## src/rtl/fp_div_seq_pkg.sv

```systemverilog
// Shared FP32 field widths, constants and FSM encoding for the sequential divider.
package fp_div_seq_pkg;

  localparam int unsigned SIGN_W  = 1;
  localparam int unsigned EXP_W   = 8;
  localparam int unsigned FRAC_W  = 23;
  localparam int unsigned MANT_W  = FRAC_W + 1;
  localparam int unsigned QUO_W   = MANT_W + 1;
  localparam int unsigned CNT_W   = 5;
  localparam int unsigned EXPI_W  = 10;
  localparam int unsigned BIAS    = 127;
  localparam int unsigned EXP_MAX = 255;
  localparam int unsigned ITERS   = 25;

  localparam logic [31:0] FP_NAN = 32'h7FC0_0000;
  localparam logic [31:0] FP_INF = 32'h7F80_0000;

  typedef enum logic [1:0] {
    IDLE   = 2'd0,
    DIVIDE = 2'd1,
    NORM   = 2'd2,
    DONE   = 2'd3
  } state_t;

  typedef struct packed {
    logic [SIGN_W-1:0] sign;
    logic [EXP_W-1:0]  exp;
    logic [FRAC_W-1:0] frac;
  } fp32_t;

endpackage

```

## src/rtl/fp_mant_div.sv

```systemverilog
// Restoring significand divider: one quotient bit per enabled step, MSB first.
module fp_mant_div
  import fp_div_seq_pkg::*;
(
  input  logic              clk,
  input  logic              rst,
  input  logic              load,
  input  logic              step,
  input  logic [MANT_W-1:0] dividend,
  input  logic [MANT_W-1:0] divisor,
  output logic [QUO_W-1:0]  quo
);

  logic [QUO_W-1:0]  rem;
  logic [MANT_W-1:0] dvs;
  logic [QUO_W-1:0]  diff;
  logic              borrow;
  logic [QUO_W-1:0]  sel;

  // rem < 2*divisor always holds, so the shifted remainder fits in QUO_W bits
  always_comb begin
    {borrow, diff} = {1'b0, rem} - {2'b00, dvs};
    sel            = borrow ? rem : diff;
  end

  always_ff @(posedge clk) begin
    if (rst) begin
      rem <= '0;
      dvs <= '0;
      quo <= '0;
    end else if (load) begin
      rem <= QUO_W'(dividend);
      dvs <= divisor;
      quo <= '0;
    end else if (step) begin
      rem <= sel << 1;
      quo <= {quo[QUO_W-2:0], ~borrow};
    end
  end

endmodule

```

## src/rtl/fp_div_seq.sv

```systemverilog
// Sequential IEEE-754 single-precision divider, truncating, fixed 27-cycle latency.
module fp_div_seq
  import fp_div_seq_pkg::*;
(
  input  logic        clk,
  input  logic        rst,
  input  logic        in_valid,
  output logic        in_ready,
  input  logic [31:0] para1,
  input  logic [31:0] para2,
  output logic        out_valid,
  input  logic        out_ready,
  output logic [31:0] out,
  output logic        under_overflow
);

  state_t             state, state_nxt;
  logic [CNT_W-1:0]   cnt;
  fp32_t              a, b;
  logic               a_zero, b_zero, a_max, b_max, a_nan, b_nan, a_inf, b_inf;
  logic               sign_in;
  logic [MANT_W-1:0]  ma, mb;
  logic [QUO_W-1:0]   quo;
  logic               spec_hit, spec_flag;
  logic [31:0]        spec_res;
  logic signed [EXPI_W-1:0] exp_in, exp_q, exp_n;
  logic [FRAC_W-1:0]  frac_n;
  logic               sign_q, spec_q, spec_flag_q;
  logic [31:0]        spec_res_q;
  logic [31:0]        res, res_q;
  logic               res_flag, res_flag_q;
  logic               accept, div_step, res_load, out_load, out_clear, last_iter;

  assign a = para1;
  assign b = para2;

  // Operand classification; denormals are treated as zero
  always_comb begin
    a_zero  = (a.exp == '0);
    b_zero  = (b.exp == '0);
    a_max   = (a.exp == EXP_W'(EXP_MAX));
    b_max   = (b.exp == EXP_W'(EXP_MAX));
    a_nan   = a_max && (a.frac != '0);
    b_nan   = b_max && (b.frac != '0);
    a_inf   = a_max && (a.frac == '0);
    b_inf   = b_max && (b.frac == '0);
    sign_in = a.sign[0] ^ b.sign[0];
    ma      = a_zero ? '0 : {1'b1, a.frac};
    mb      = b_zero ? '0 : {1'b1, b.frac};
    exp_in  = $signed({2'b00, a.exp}) - $signed({2'b00, b.exp}) + $signed(EXPI_W'(BIAS));
  end

  // Special-case result, decided at acceptance
  always_comb begin
    spec_hit  = 1'b1;
    spec_flag = 1'b0;
    spec_res  = FP_NAN;
    if (a_nan || b_nan || (a_zero && b_zero) || (a_inf && b_inf)) begin
      spec_res = FP_NAN;
    end else if (a_inf) begin
      spec_res = {sign_in, FP_INF[30:0]};
    end else if (b_zero) begin
      spec_res  = {sign_in, FP_INF[30:0]};
      spec_flag = 1'b1;
    end else if (a_zero || b_inf) begin
      spec_res = {sign_in, 31'd0};
    end else begin
      spec_hit = 1'b0;
    end
  end

  // Normalisation and exponent range check on the finished quotient
  always_comb begin
    exp_n    = quo[QUO_W-1] ? exp_q : exp_q - 10'sd1;
    frac_n   = quo[QUO_W-1] ? quo[QUO_W-2:1] : quo[QUO_W-3:0];
    res      = {sign_q, exp_n[EXP_W-1:0], frac_n};
    res_flag = 1'b0;
    if (spec_q) begin
      res      = spec_res_q;
      res_flag = spec_flag_q;
    end else if (exp_n >= $signed(EXPI_W'(EXP_MAX))) begin
      res      = {sign_q, FP_INF[30:0]};
      res_flag = 1'b1;
    end else if (exp_n <= 10'sd0) begin
      res      = {sign_q, 31'd0};
      res_flag = 1'b1;
    end
  end

  fp_mant_div u_mant_div (
    .clk      (clk),
    .rst      (rst),
    .load     (accept),
    .step     (div_step),
    .dividend (ma),
    .divisor  (mb),
    .quo      (quo)
  );

  assign last_iter = (cnt == CNT_W'(ITERS - 1));

  always_ff @(posedge clk) begin
    if (rst) state <= IDLE;
    else     state <= state_nxt;
  end

  always_comb begin
    state_nxt = state;
    case (state)
      IDLE:    if (in_valid) state_nxt = DIVIDE;
      DIVIDE:  if (last_iter) state_nxt = NORM;
      NORM:    state_nxt = DONE;
      DONE:    if (out_valid && out_ready) state_nxt = IDLE;
      default: state_nxt = IDLE;
    endcase
  end

  always_comb begin
    accept    = 1'b0;
    div_step  = 1'b0;
    res_load  = 1'b0;
    out_load  = 1'b0;
    out_clear = 1'b0;
    case (state)
      IDLE:    accept    = in_valid;
      DIVIDE:  div_step  = 1'b1;
      NORM:    res_load  = 1'b1;
      DONE: begin
        out_load  = !out_valid;
        out_clear = out_valid && out_ready;
      end
      default: ;
    endcase
  end

  // Datapath registers; the result reaches the outputs one cycle after NORM
  always_ff @(posedge clk) begin
    if (rst) begin
      cnt            <= '0;
      in_ready       <= 1'b1;
      out_valid      <= 1'b0;
      out            <= '0;
      under_overflow <= 1'b0;
      sign_q         <= 1'b0;
      exp_q          <= '0;
      spec_q         <= 1'b0;
      spec_flag_q    <= 1'b0;
      spec_res_q     <= '0;
      res_q          <= '0;
      res_flag_q     <= 1'b0;
    end else begin
      in_ready <= (state_nxt == IDLE);
      cnt      <= (div_step && !last_iter) ? cnt + CNT_W'(1) : '0;
      if (accept) begin
        sign_q      <= sign_in;
        exp_q       <= exp_in;
        spec_q      <= spec_hit;
        spec_flag_q <= spec_flag;
        spec_res_q  <= spec_res;
      end
      if (res_load) begin
        res_q      <= res;
        res_flag_q <= res_flag;
      end
      if (out_load) begin
        out            <= res_q;
        under_overflow <= res_flag_q;
        out_valid      <= 1'b1;
      end else if (out_clear) begin
        out_valid <= 1'b0;
      end
    end
  end

endmodule

```

## config.mk

```make
export PLATFORM = sky130hd
export DESIGN_NAME = fp_div_seq
export DESIGN_NICKNAME = d
export VERILOG_FILES = /design/src/rtl/fp_div_seq_pkg.sv /design/src/rtl/fp_mant_div.sv /design/src/rtl/fp_div_seq.sv
export SDC_FILE = /design/constraint.sdc
export NUM_CORES = 1
export LEC_CHECK = 0
export ABC_AREA = 1
export BUFFER_PORTS_ARGS = -buffer_cell sky130_fd_sc_hd__buf_2
export CORE_MARGIN = 4
export CORE_UTILIZATION = 40
export DETAILED_ROUTE_END_ITERATION = 7
export MAX_ROUTING_LAYER = met4
export PLACE_DENSITY = 0.54
export SYNTH_ARGS = -nofsm -noshare
export SYNTH_HDL_FRONTEND = slang
export SYNTH_HIERARCHICAL = 1
export SYNTH_SLANG_ARGS = --single-unit
```

## constraint.sdc

```tcl
create_clock -name clk -period 2.4 [get_ports clk]
set_input_delay 0.12 -clock clk [delete_from_list [all_inputs] [get_ports clk]]
set_output_delay 0.12 -clock clk [all_outputs]
set_load 0.005 [all_outputs]
```

Word-level counts from Yosys, hierarchy flattened
Index checks and enable logic that the tools add are counted.
- output and inout port bits: 35
- logic and storage cells: 94
- bits in registers: 194
- input port bits: 68
- mux-type cells: 35
- equal/unequal tests: 6
- add/sub/neg operators: 5
- bitwise gates (word level): 3
- reductions and logical operators: 26
- order comparisons: 2
- operators by type and width (operator ; count):
    32-bit two-way mux ; 5
    24-bit two-way mux ; 5
    31-bit two-way mux ; 2
    23-bit logical NOT ; 2
    23-bit nonzero test ; 2
    25-bit by 24-bit subtractor with 26-bit output ; 1
    23-bit two-way mux ; 1
    1-bit two-way mux ; 17
    8-bit == test (second input constant) ; 2
    8-bit logical NOT ; 2
    9-bit by 8-bit adder with 10-bit output (second input constant) ; 1
    10-bit by 9-bit >= comparator with 1-bit output (second input constant) ; 1
    10-bit by 1-bit <= comparator with 1-bit output (second input constant) ; 1
    10-bit two-way mux ; 1
    10-bit by 2-bit subtractor with 10-bit output (second input constant) ; 1
    8-bit by 8-bit subtractor with 9-bit output ; 1
    1-bit logical AND ; 8
    2-bit one-hot mux with 4 select lines ; 1
    2-bit two-way mux ; 3
    5-bit by 1-bit adder with 5-bit output (second input constant) ; 1
    5-bit == test (second input constant) ; 1
    2-bit == test (second input constant) ; 2
    2-bit logical NOT ; 2
    1-bit logical OR ; 4
    other kinds (6) ; 10

Longest topological paths before layout
Gate-level depths: netlist (run 1).
- word-level depth: 7
- gate-level depth with buffers: 15

Modules after synthesis
Netlist (run 1), hierarchy kept.
- by module, submodules not included (module ; sequential area each (um^2) ; instances ; area an instance (um^2) ; cells each):
    fp_div_seq ; 1821.7 ; 1 ; 5496.5 ; 827
    fp_mant_div ; 1481.4 ; 1 ; 4974.8 ; 764

Least setup slack after synthesis (run 1)
No wires, ideal clock.
- path type: reg-to-reg
- start: reg state[1]
- end: reg u_mant_div.dvs[10]
- setup slack: 333 ps
- data arrival time: 1929 ps
- clock period less this slack: 2067 ps
- data required time: 2263 ps
- setup time: 137 ps
- stages on the path, launching flop included: 11
- path through: dfxtp_1 > buf_2 > nor2_1 > nand2_1 > clkinv_1 > clkbuf_1 > buf_2 > inv_1 > clkbuf_1 > clkbuf_1 > a211oi_1
- word-level cells in the longest chain between the ends: 2
- RTL lines (item ; RTL line ; source):
    start, declared ; fp_div_seq.sv:17 ; state_t state, state_nxt;
    start signal, assigned ; fp_div_seq.sv:104 ; else state <= state_nxt;
    2-bit logical NOT ; fp_div_seq.sv:124 ; case (state)
    1-bit two-way mux ; fp_div_seq.sv:124 ;
    named net accept ; fp_div_seq.sv:32 ; logic accept, div_step, res_load, out_load, out_clear, last_iter;
    end signal, assigned ; fp_mant_div.sv:33 ; dvs <= divisor;
    end, declared ; fp_mant_div.sv:15 ; logic [MANT_W-1:0] dvs;
The timed path passes the listed nets, and every way through them passes these cells.
A chain may end at the register's enable or synchronous reset.

Worst setup path after layout (run 1)
- start: reg state[1]
- end: reg u_mant_div.dvs[11]
- word-level cells in the longest chain between the ends: 2
- RTL lines (item ; RTL line):
    2-bit logical NOT ; fp_div_seq.sv:124
    1-bit two-way mux ; fp_div_seq.sv:124
No other way between the ends.

==> impl_metrics.tcl, run 1 <==
set metrics [dict create \
    status "finished, final reports clean" \
    grt_pass1_vias 9762 \
    avgRoutedWirePerCell_um 14.40 \
    htree_levels 4 \
    worstMarginPinSlew_ns 0.6888 \
    stdcell_count 2017 \
    final.setup.worst_slack_ns 0.2383 \
    antennaDiodeCount 0 \
    start_util_pct 41.11 \
    grt_max_degree 52 \
    die-area_sq_mm 0.02883 \
    peakVddDrop_v 0.0005176 \
    synth_seq_cells 165 \
    port_buffers 102 \
    synthTopCellsByCount "nand2_1 (387), nor2_1 (216), inv_1 (213)" \
    synth_nets 1697 \
    area_growth_pct 13.43 \
    p_total_mw 9.538 \
    overflow 0 \
    synth_top_cells_by_area "dfxtp_1 (32%), nand2_1 (14%), nor2_1 (7.7%), inv_1 (7.6%), a21oi_1 (5.1%)" \
    maxCapViolations 0 \
    design_area_sq_mm 0.01188 \
    vias 10170 \
    dieHeight_um 169.8 \
    post-cts-setup-buffers 0 \
    ys.flop_type "dfxtp_1" \
    required_ns 2.73 \
    hold_class "in -> reg" \
    core_sq_mm 0.02547 \
    placed_cell_area_sq_mm 0.01127 \
    clock_sinks 165 \
    ys_warn_count 6 \
    cp_data_arrival_time_ns 2.50 \
    hold_viol 0 \
    pre_cts_slack_ns 0.1866 \
    fin_crit_ns 2.162 \
    vias_per_cell 5.041 \
    synth.distinct_cells 47 \
    syn_area_per_cell_sq_um 6.582 \
    rsz0062_at_grt "no" \
    drive_gt1_share_pct 17.13 \
    max_slew_margin_pct 54.08 \
    setup_viol_count_final 0 \
    p_leak_nw 5.547 \
    setup_tns_ns 0 \
    boundaryPins 103 \
    dp_hpwl_mm 21.79 \
    r2r_setup_slack_ns 0.24 \
    fin_skew_ns 0.01742 \
    hold_ws_ns 0.05064 \
    nFillCells 2717 \
    drt_wl_total_mm 29.05 \
    final.period_utilization_pct 90.07 \
    worst-setup-path-type "reg -> reg" \
    grt_antenna_before_repair 0 \
    synth_most_common_cell "nand2_1" \
    clk_pin_slew_worst_paths_ns 0.08 \
    clockBufferDepth 2 \
    clock_latency_ns 0.43 \
    nets 1780 \
    post-route-drc-count 0 \
    synth_area_sq_mm 0.01047 \
    async_flop_share_pct 0 \
    p_per_area_mw_per_mm2 803.0 \
    drv_slew 0 \
    drtIter0Drc 638 \
    grt_pass1_wl_mm 48.23 \
    netlist.area_leader.share_pct 31.54 \
    cts_buffers 17 \
    synth_seq_area_share_pct 31.54 \
    endpoint_kind "flop" \
    rows 58 \
    synth_edf_count 0 \
    drtAntennaViolNets 0 \
    fin_util_pct 46.63 \
    tritoncts "built" \
    track_usage_pct 21.02 \
    dp.cells 1985 \
    max_freq_ghz 0.4626 \
    cp_max_fo 47 \
    cts-root-buf "clkbuf_16" \
    firstDrtPassIters 5 \
    synth_cells 1591 \
    start_kind "flop" \
    routabilityCongestion 0.9218 \
    synth_top_area_cell "dfxtp_1" \
    die_w_um 169.8 \
]
[final timing paths]
check	endpoint	depth (start not counted)	from
worst max register to register	u_mant_div/dvs[11]$_SDFFE_PP0P_	8	state[1]$_SDFF_PP0_
worst max-delay path	u_mant_div/dvs[11]$_SDFFE_PP0P_	8	state[1]$_SDFF_PP0_
worst min register to register	sign_q$_SDFFE_PP0P_	2	sign_q$_SDFFE_PP0P_
worst min-delay path	in_ready$_SDFF_PP1_	2	in_valid
[worst max-delay path, stage by stage, from the launching register on]
cell      delay, ns
dfxtp_1        0.49
nor2_1         0.09
nand2_1        0.11
clkinv_1       0.23
buf_4          0.29
inv_1          0.09
buf_6          0.32
nor2_1         0.17
a211oi_1       0.26
[routing by layer]
metal / GRT usage, % / up-vias / routed length, um
met5: - / - / 0
met2: 34.04 / 209 / 13410
met3: 2.772 / 21 / 1349
li1: - / 5250 / -
met4: 4.025 / 0 / 291
met1: 28.42 / 4688 / 13990
[cells in the final DEF (no fill, tap or decap), drive strengths merged, types with 2 or more instances in the layout]
cell	n
inv	241
nor2	231
o311ai	2
nand3	110
xnor2	11
clkinv	8
fa	2
buf	129
o211ai	2
nand2	404
nor3	7
clkbuf	18
o21bai	2
or2	3
nand4	28
nand3b	29
ha	36
o21ai	56
a22oi	23
a21oi	145
xor2	6
a211oi	24
dfxtp	165
[layout make-up]
cell class	count	area, sq um	area share, %
clock buffer	18	439.2	3.697
clock inverter	14	157.7	1.327
inverter	235	889.6	7.490
multi-input combinational	1126	5956	50.14
sequential	165	3303	27.81
tap	330	412.9	3.476
timing repair buffer	129	719.4	6.057
[kinds of logic (layout without fill, tap and decap cells)]
family / after synthesis / in the layout / share of synthesized area (%)
flip-flops: 165 / 165 / 31.55
XOR/XNOR: 17 / 17 / 1.422
buffers and inverters: 300 / 396 / 11.72
AO/OA/AOI/OAI: 257 / 257 / 15.20
AND/OR/NAND/NOR: 814 / 814 / 35.43
adder cells (fa/ha/maj): 38 / 38 / 4.684
[registers in the layout, summed over array words and instances (netlist names), 2 cells and up]
name            count
res_q              32
out                32
u_mant_div/dvs     24
u_mant_div/rem     25
u_mant_div/quo     25
state               2
cnt                 5
exp_q              10
spec_res_q          3
[what timing repair did]
action,in CTS,in global routing
endpoints found under the setup margin,0,7
hold endpoints to repair,0,0
gates resized for setup,0,3
hold buffers,0,0
[power by group]
part	total (mW)	leakage (nW)	switching [mW]	internal (mW)
registers	3.07	1.35	0.141	2.93
logic	3.69	3.91	2.40	1.29
clock network	2.78	0.294	1.35	1.43
Note: power is estimated with default switching activity, not from simulation.
==> run 2: changes to the inputs <==
--- a/config.mk
+++ b/config.mk
@@ -6,7 +6,7 @@
 export NUM_CORES = 1
 export LEC_CHECK = 0
 export ABC_AREA = 1
-export BUFFER_PORTS_ARGS = -buffer_cell sky130_fd_sc_hd__buf_2
+export BUFFER_PORTS_ARGS = -buffer_cell sky130_fd_sc_hd__buf_4
 export CORE_MARGIN = 4
 export CORE_UTILIZATION = 40
 export DETAILED_ROUTE_END_ITERATION = 7
==> impl_metrics.tcl, run 2 (synthesis results as in run 1) <==
set metrics [dict create \
    cts_hold_buf 0 \
    hold_class "in -> reg" \
    p_leak_nw 5.639 \
    endpoint_kind "flop" \
    worst-setup-path-type "reg -> reg" \
    fin_crit_ns 2.213 \
    mostFrequentLayoutCells "nand2_1 (387), nor2_1 (213), inv_1 (213)" \
    worstMarginPinSlew_ns 0.7376 \
    grt_antenna_before_repair 0 \
    maxCapViolations 0 \
    top_usage_layer "met2" \
    status "finished, final reports clean" \
    cp_data_arrival_time_ns 2.51 \
    area_growth_pct 16.48 \
    routabilityCongestion 0.9514 \
    clock_sinks 165 \
    peakVddDrop_v 0.0004194 \
    cp_max_fo 10 \
    clk_pin_slew_worst_paths_ns 0.08 \
    tritoncts "built" \
    grt_pass1_wl_mm 48.84 \
    antennaDiodeCount 0 \
    final.period_utilization_pct 92.20 \
    setup_viol_count_final 0 \
    start_kind "flop" \
    drt_wl_total_mm 30.01 \
    dp_hpwl_mm 22.96 \
    cts-root-buf "clkbuf_16" \
    drive_gt1_share_pct 17.37 \
    hold_viol 0 \
    reg_top3 "out x32, res_q x32" \
    overflow 0 \
    dieHeight_um 169.8 \
    die_w_um 169.8 \
    grt_pass1_vias 9736 \
    start_util_pct 41.11 \
    post_cts_resize_count 0 \
    vias_per_cell 5.037 \
    cts_buffers 17 \
    post-cts-setup-buffers 0 \
    use_met1_pct 29.32 \
    drtIter0Drc 629 \
    met3_usage_pct 2.795 \
    fin_skew_ns 0.01333 \
    core_sq_mm 0.02547 \
    clockBufferDepth 2 \
    clock_latency_ns 0.43 \
    p_per_area_mw_per_mm2 794.8 \
    die-area_sq_mm 0.02883 \
    boundaryPins 103 \
    required_ns 2.70 \
    firstDrtPassIters 7 \
    final_common_cell "nand2_1" \
    grt_util_met2_pct 34.09 \
    port_buffers 102 \
    post-route-drc-count 0 \
    avgRoutedWirePerCell_um 14.84 \
    drtAntennaViolNets 0 \
    setup_tns_ns 0 \
    nets 1786 \
    dp.cells 1991 \
    grt_max_degree 52 \
    rsz0062_at_grt "no" \
    vias 10190 \
    max_slew_margin_pct 50.77 \
    stdcell_count 2023 \
    rows 58 \
    max_freq_ghz 0.4519 \
    htree_levels 4 \
    track_usage_pct 21.44 \
    drv_slew 0 \
]
run 2: through the flow:
stage	util [%]	instance area (sq um)	hold slack, ns	power (mW)	setup slack (ns)
2_1_floorplan	-	10470	0.3073	5.948	0.3333
3_3_place_gp	45.51	11590	0.4508	6.920	0.2226
3_5_place_dp	45.51	11590	0.4580	6.925	0.2365
4_1_cts	47.86	12190	0.002697	9.740	0.2173
5_1_grt	47.88	12200	0.04085	10.38	0.02327
6_report	47.88	12200	0.02741	9.694	0.1873
run 2: critical path: stages, from the launching register on:
cell and delay [ns]:
dfxtp_1 0.32, inv_1 0.05, ha_1 0.36, nand2_1 0.09, nand2_1 0.10, inv_1 0.08, nand2_1 0.14, nand3b_4 0.25
nand2_4 0.11, buf_4 0.20, nand3_1 0.10, nand2_1 0.09, clkinv_1 0.08, nand2_1 0.06, a21oi_1 0.05
run 2: final timing paths:
path	from	endpoint	slack (ns)	cells past startpoint
setup / recovery	u_mant_div/dvs[8]$_SDFFE_PP0P_	u_mant_div/rem[23]$_SDFFE_PP0P_	0.19	14
hold / removal	in_valid	in_ready$_SDFF_PP1_	0.03	2
setup reg to reg	u_mant_div/dvs[8]$_SDFFE_PP0P_	u_mant_div/rem[23]$_SDFFE_PP0P_	0.19	14
hold reg to reg	res_q[30]$_SDFFE_PP0P_	out[30]$_SDFFE_PP0P_	0.46	2
run 2: final cells by class:
class / instances / area (sq um)
fillers: 2690 / 13280
multi-input cells: 1126 / 5953
flip-flops and latches: 165 / 3303
repair buffers: 135 / 1039
inverters: 235 / 889.6
clock buffers: 18 / 439.2
well taps: 330 / 412.9
clock inverters: 14 / 160.2
run 2: power by group:
group          leakage (nW)  switching (mW)  internal, mW  total (mW)
sequential             1.35           0.143          2.93        3.07
combinational          4.00            2.46          1.38        3.83
clock                 0.293            1.36          1.43        2.79
run 2: metal layers:
metal  up-vias  routed length, um  share of wire [%]
met5         -                  0                  0
met4         0                352                1.2
met3        28               1159                3.9
met2       192              13730                 46
met1      4718              14770                 49
li1       5251                  -                  -
==> run 3: changes to the inputs <==
--- a/config.mk
+++ b/config.mk
@@ -9,6 +9,7 @@
 export BUFFER_PORTS_ARGS = -buffer_cell sky130_fd_sc_hd__buf_4
 export CORE_MARGIN = 4
 export CORE_UTILIZATION = 40
+export CTS_CLUSTER_SIZE = 30
 export DETAILED_ROUTE_END_ITERATION = 7
 export MAX_ROUTING_LAYER = met4
 export PLACE_DENSITY = 0.54
==> constraint.sdc (replaced) <==
create_clock -name clk -period 2.7 [get_ports clk]
set_input_delay 0.135 -clock clk [delete_from_list [all_inputs] [get_ports clk]]
set_output_delay 0.135 -clock clk [all_outputs]
set_load 0.005 [all_outputs]
==> impl_metrics.tcl, run 3 (synthesis results as in run 1) <==
set metrics [dict create \
    status "finished, final reports clean" \
    drt_wl_total_mm 29.73 \
    rows 58 \
    p_per_area_mw_per_mm2 703.5 \
    htree_levels 4 \
    dp_hpwl_mm 22.15 \
    clockBufferDepth 2 \
    setup_tns_ns 0 \
    final_common_cell "nand2_1" \
    post_cts_resize_count 0 \
    final.setup.worst_slack_ns 0.4480 \
    worstHoldPathCells 2 \
    start_util_pct 41.11 \
    max_slew_margin_pct 32.26 \
    reg_top3 "out x32, res_q x32" \
    tritoncts "built" \
    grt_pass1_vias 9935 \
    start_kind "flop" \
    path_cells "inv_1 -> ha_1 -> nand2_1 -> nor2_2 -> nand2_1 -> nor2_4 -> nand2_4 -> nand2_4 -> nand3_1 -> nand2_1 -> a21oi_2" \
    nFillCells 2714 \
    placed_cell_area_sq_mm 0.01147 \
    post-cts-setup-buffers 0 \
    vias_per_cell 5.047 \
    fin_util_pct 47.39 \
    post-route-drc-count 0 \
    area_growth_pct 15.27 \
    port_buffers 102 \
    final.period_utilization_pct 83.41 \
    r2r_cells 11 \
    worst-setup-path-type "reg -> reg" \
    drtAntennaViolNets 0 \
    slowest_stage "ha_1" \
    cts-root-buf "clkbuf_16" \
    drtIter0Drc 654 \
    vias 10150 \
    fin_crit_ns 2.252 \
    p_leak_nw 5.561 \
    max_freq_ghz 0.4441 \
    cp_max_fo 25 \
    required_ns 3.00 \
    r2r_start "u_mant_div/dvs[9]$_SDFFE_PP0P_" \
    clk_pin_slew_worst_paths_ns 0.08 \
    routabilityCongestion 0.9491 \
    reg2reg_to "u_mant_div/rem[22]$_SDFFE_PP0P_" \
    die-area_sq_mm 0.02883 \
    setup_viol_count_final 0 \
    holdPathEnd "in_ready$_SDFF_PP1_" \
    path_common_cell "nand2_1" \
    cts_hold_buf 0 \
    nets 1773 \
    worstMarginPinSlew_ns 1.015 \
    dieHeight_um 169.8 \
    rsz0062_at_grt "no" \
    hold_class "in -> reg" \
    boundaryPins 103 \
    fin_skew_ns 0.01607 \
    maxCapViolations 0 \
    pre_cts_slack_ns 0.4695 \
    firstDrtPassIters 5 \
    cp_data_arrival_time_ns 2.56 \
    peakVddDrop_v 0.0004523 \
    die_w_um 169.8 \
    mostFrequentLayoutCells "nand2_1 (387), nor2_1 (213), inv_1 (213)" \
    cts_buffers 17 \
    clock_sinks 165 \
    hold_viol 0 \
    min_from "in_valid" \
    track_usage_pct 21.49 \
    core_sq_mm 0.02547 \
    endpoint_kind "flop" \
    overflow 0 \
    r2r_setup_slack_ns 0.45 \
    avgRoutedWirePerCell_um 14.78 \
    grt_antenna_before_repair 1 \
    grt_max_degree 47 \
    clock_latency_ns 0.44 \
    grt_pass1_wl_mm 49.27 \
    max_stage_delay_ns 0.38 \
    drive_gt1_share_pct 16.67 \
    design_area_sq_mm 0.01207 \
    drv_slew 0 \
]
[run 3: how the worst max path moves through the flow]
stage / startpoint / to / slack (ns) / cells past startpoint
after floorplan: state[1]$_SDFF_PP0_ / u_mant_div/dvs[10]$_SDFFE_PP0P_ / 0.63 / 10
after global placement: u_mant_div/dvs[9]$_SDFFE_PP0P_ / u_mant_div/rem[19]$_SDFFE_PP0P_ / 0.49 / 11
after detailed placement: u_mant_div/dvs[9]$_SDFFE_PP0P_ / u_mant_div/rem[22]$_SDFFE_PP0P_ / 0.47 / 11
after CTS: u_mant_div/dvs[9]$_SDFFE_PP0P_ / u_mant_div/rem[22]$_SDFFE_PP0P_ / 0.45 / 11
after global routing: u_mant_div/rem[0]$_SDFFE_PP0P_ / u_mant_div/rem[15]$_SDFFE_PP0P_ / 0.23 / 15
final: u_mant_div/dvs[9]$_SDFFE_PP0P_ / u_mant_div/rem[22]$_SDFFE_PP0P_ / 0.45 / 11
[run 3: cell type report]
class,count,area (sq um),area share (%)
antenna,1,2.502,0.02073
clock buffer,18,439.2,3.638
clock inverter,14,158.9,1.316
inverter,235,889.6,7.370
multi-input combinational,1126,5948,49.28
sequential,165,3303,27.37
tap,330,412.9,3.421
timing repair buffer,122,915.9,7.588
[run 3: metal layers]
metal	wire (um)	up-vias	GRT usage [%]
met4	473	0	5.425
met3	1323	27	3.611
li1	-	5234	-
met2	13390	162	33.58
met1	14550	4727	29.04
met5	0	-	-
[run 3: worst max-delay path: cells and delay by family (launching register included)]
| family | cells | cell delay (ns) |
|---|---|---|
| compound gates | 1 | 0.05 |
| simple gates | 8 | 1.32 |
| buf+inv | 1 | 0.05 |
| flops | 1 | 0.32 |
| fa+ha+maj | 1 | 0.38 |
[run 3: where the power goes]
| group | switching, mW | internal (mW) |
|---|---|---|
| sequential | 0.127 | 2.60 |
| combinational | 2.14 | 1.15 |
| clock | 1.21 | 1.27 |
| total | 3.47 | 5.02 |
[run 3: metrics by stage]
stage                     cells  hold slack (ns)  total power, mW
after global placement     1978           0.4477            6.048
after global routing       2011          0.05936            9.114
after CTS                  2010          0.01869            8.549
after floorplan            1591           0.3223            5.287
final                      2011          0.03962            8.491
after detailed placement   1978           0.4605            6.041
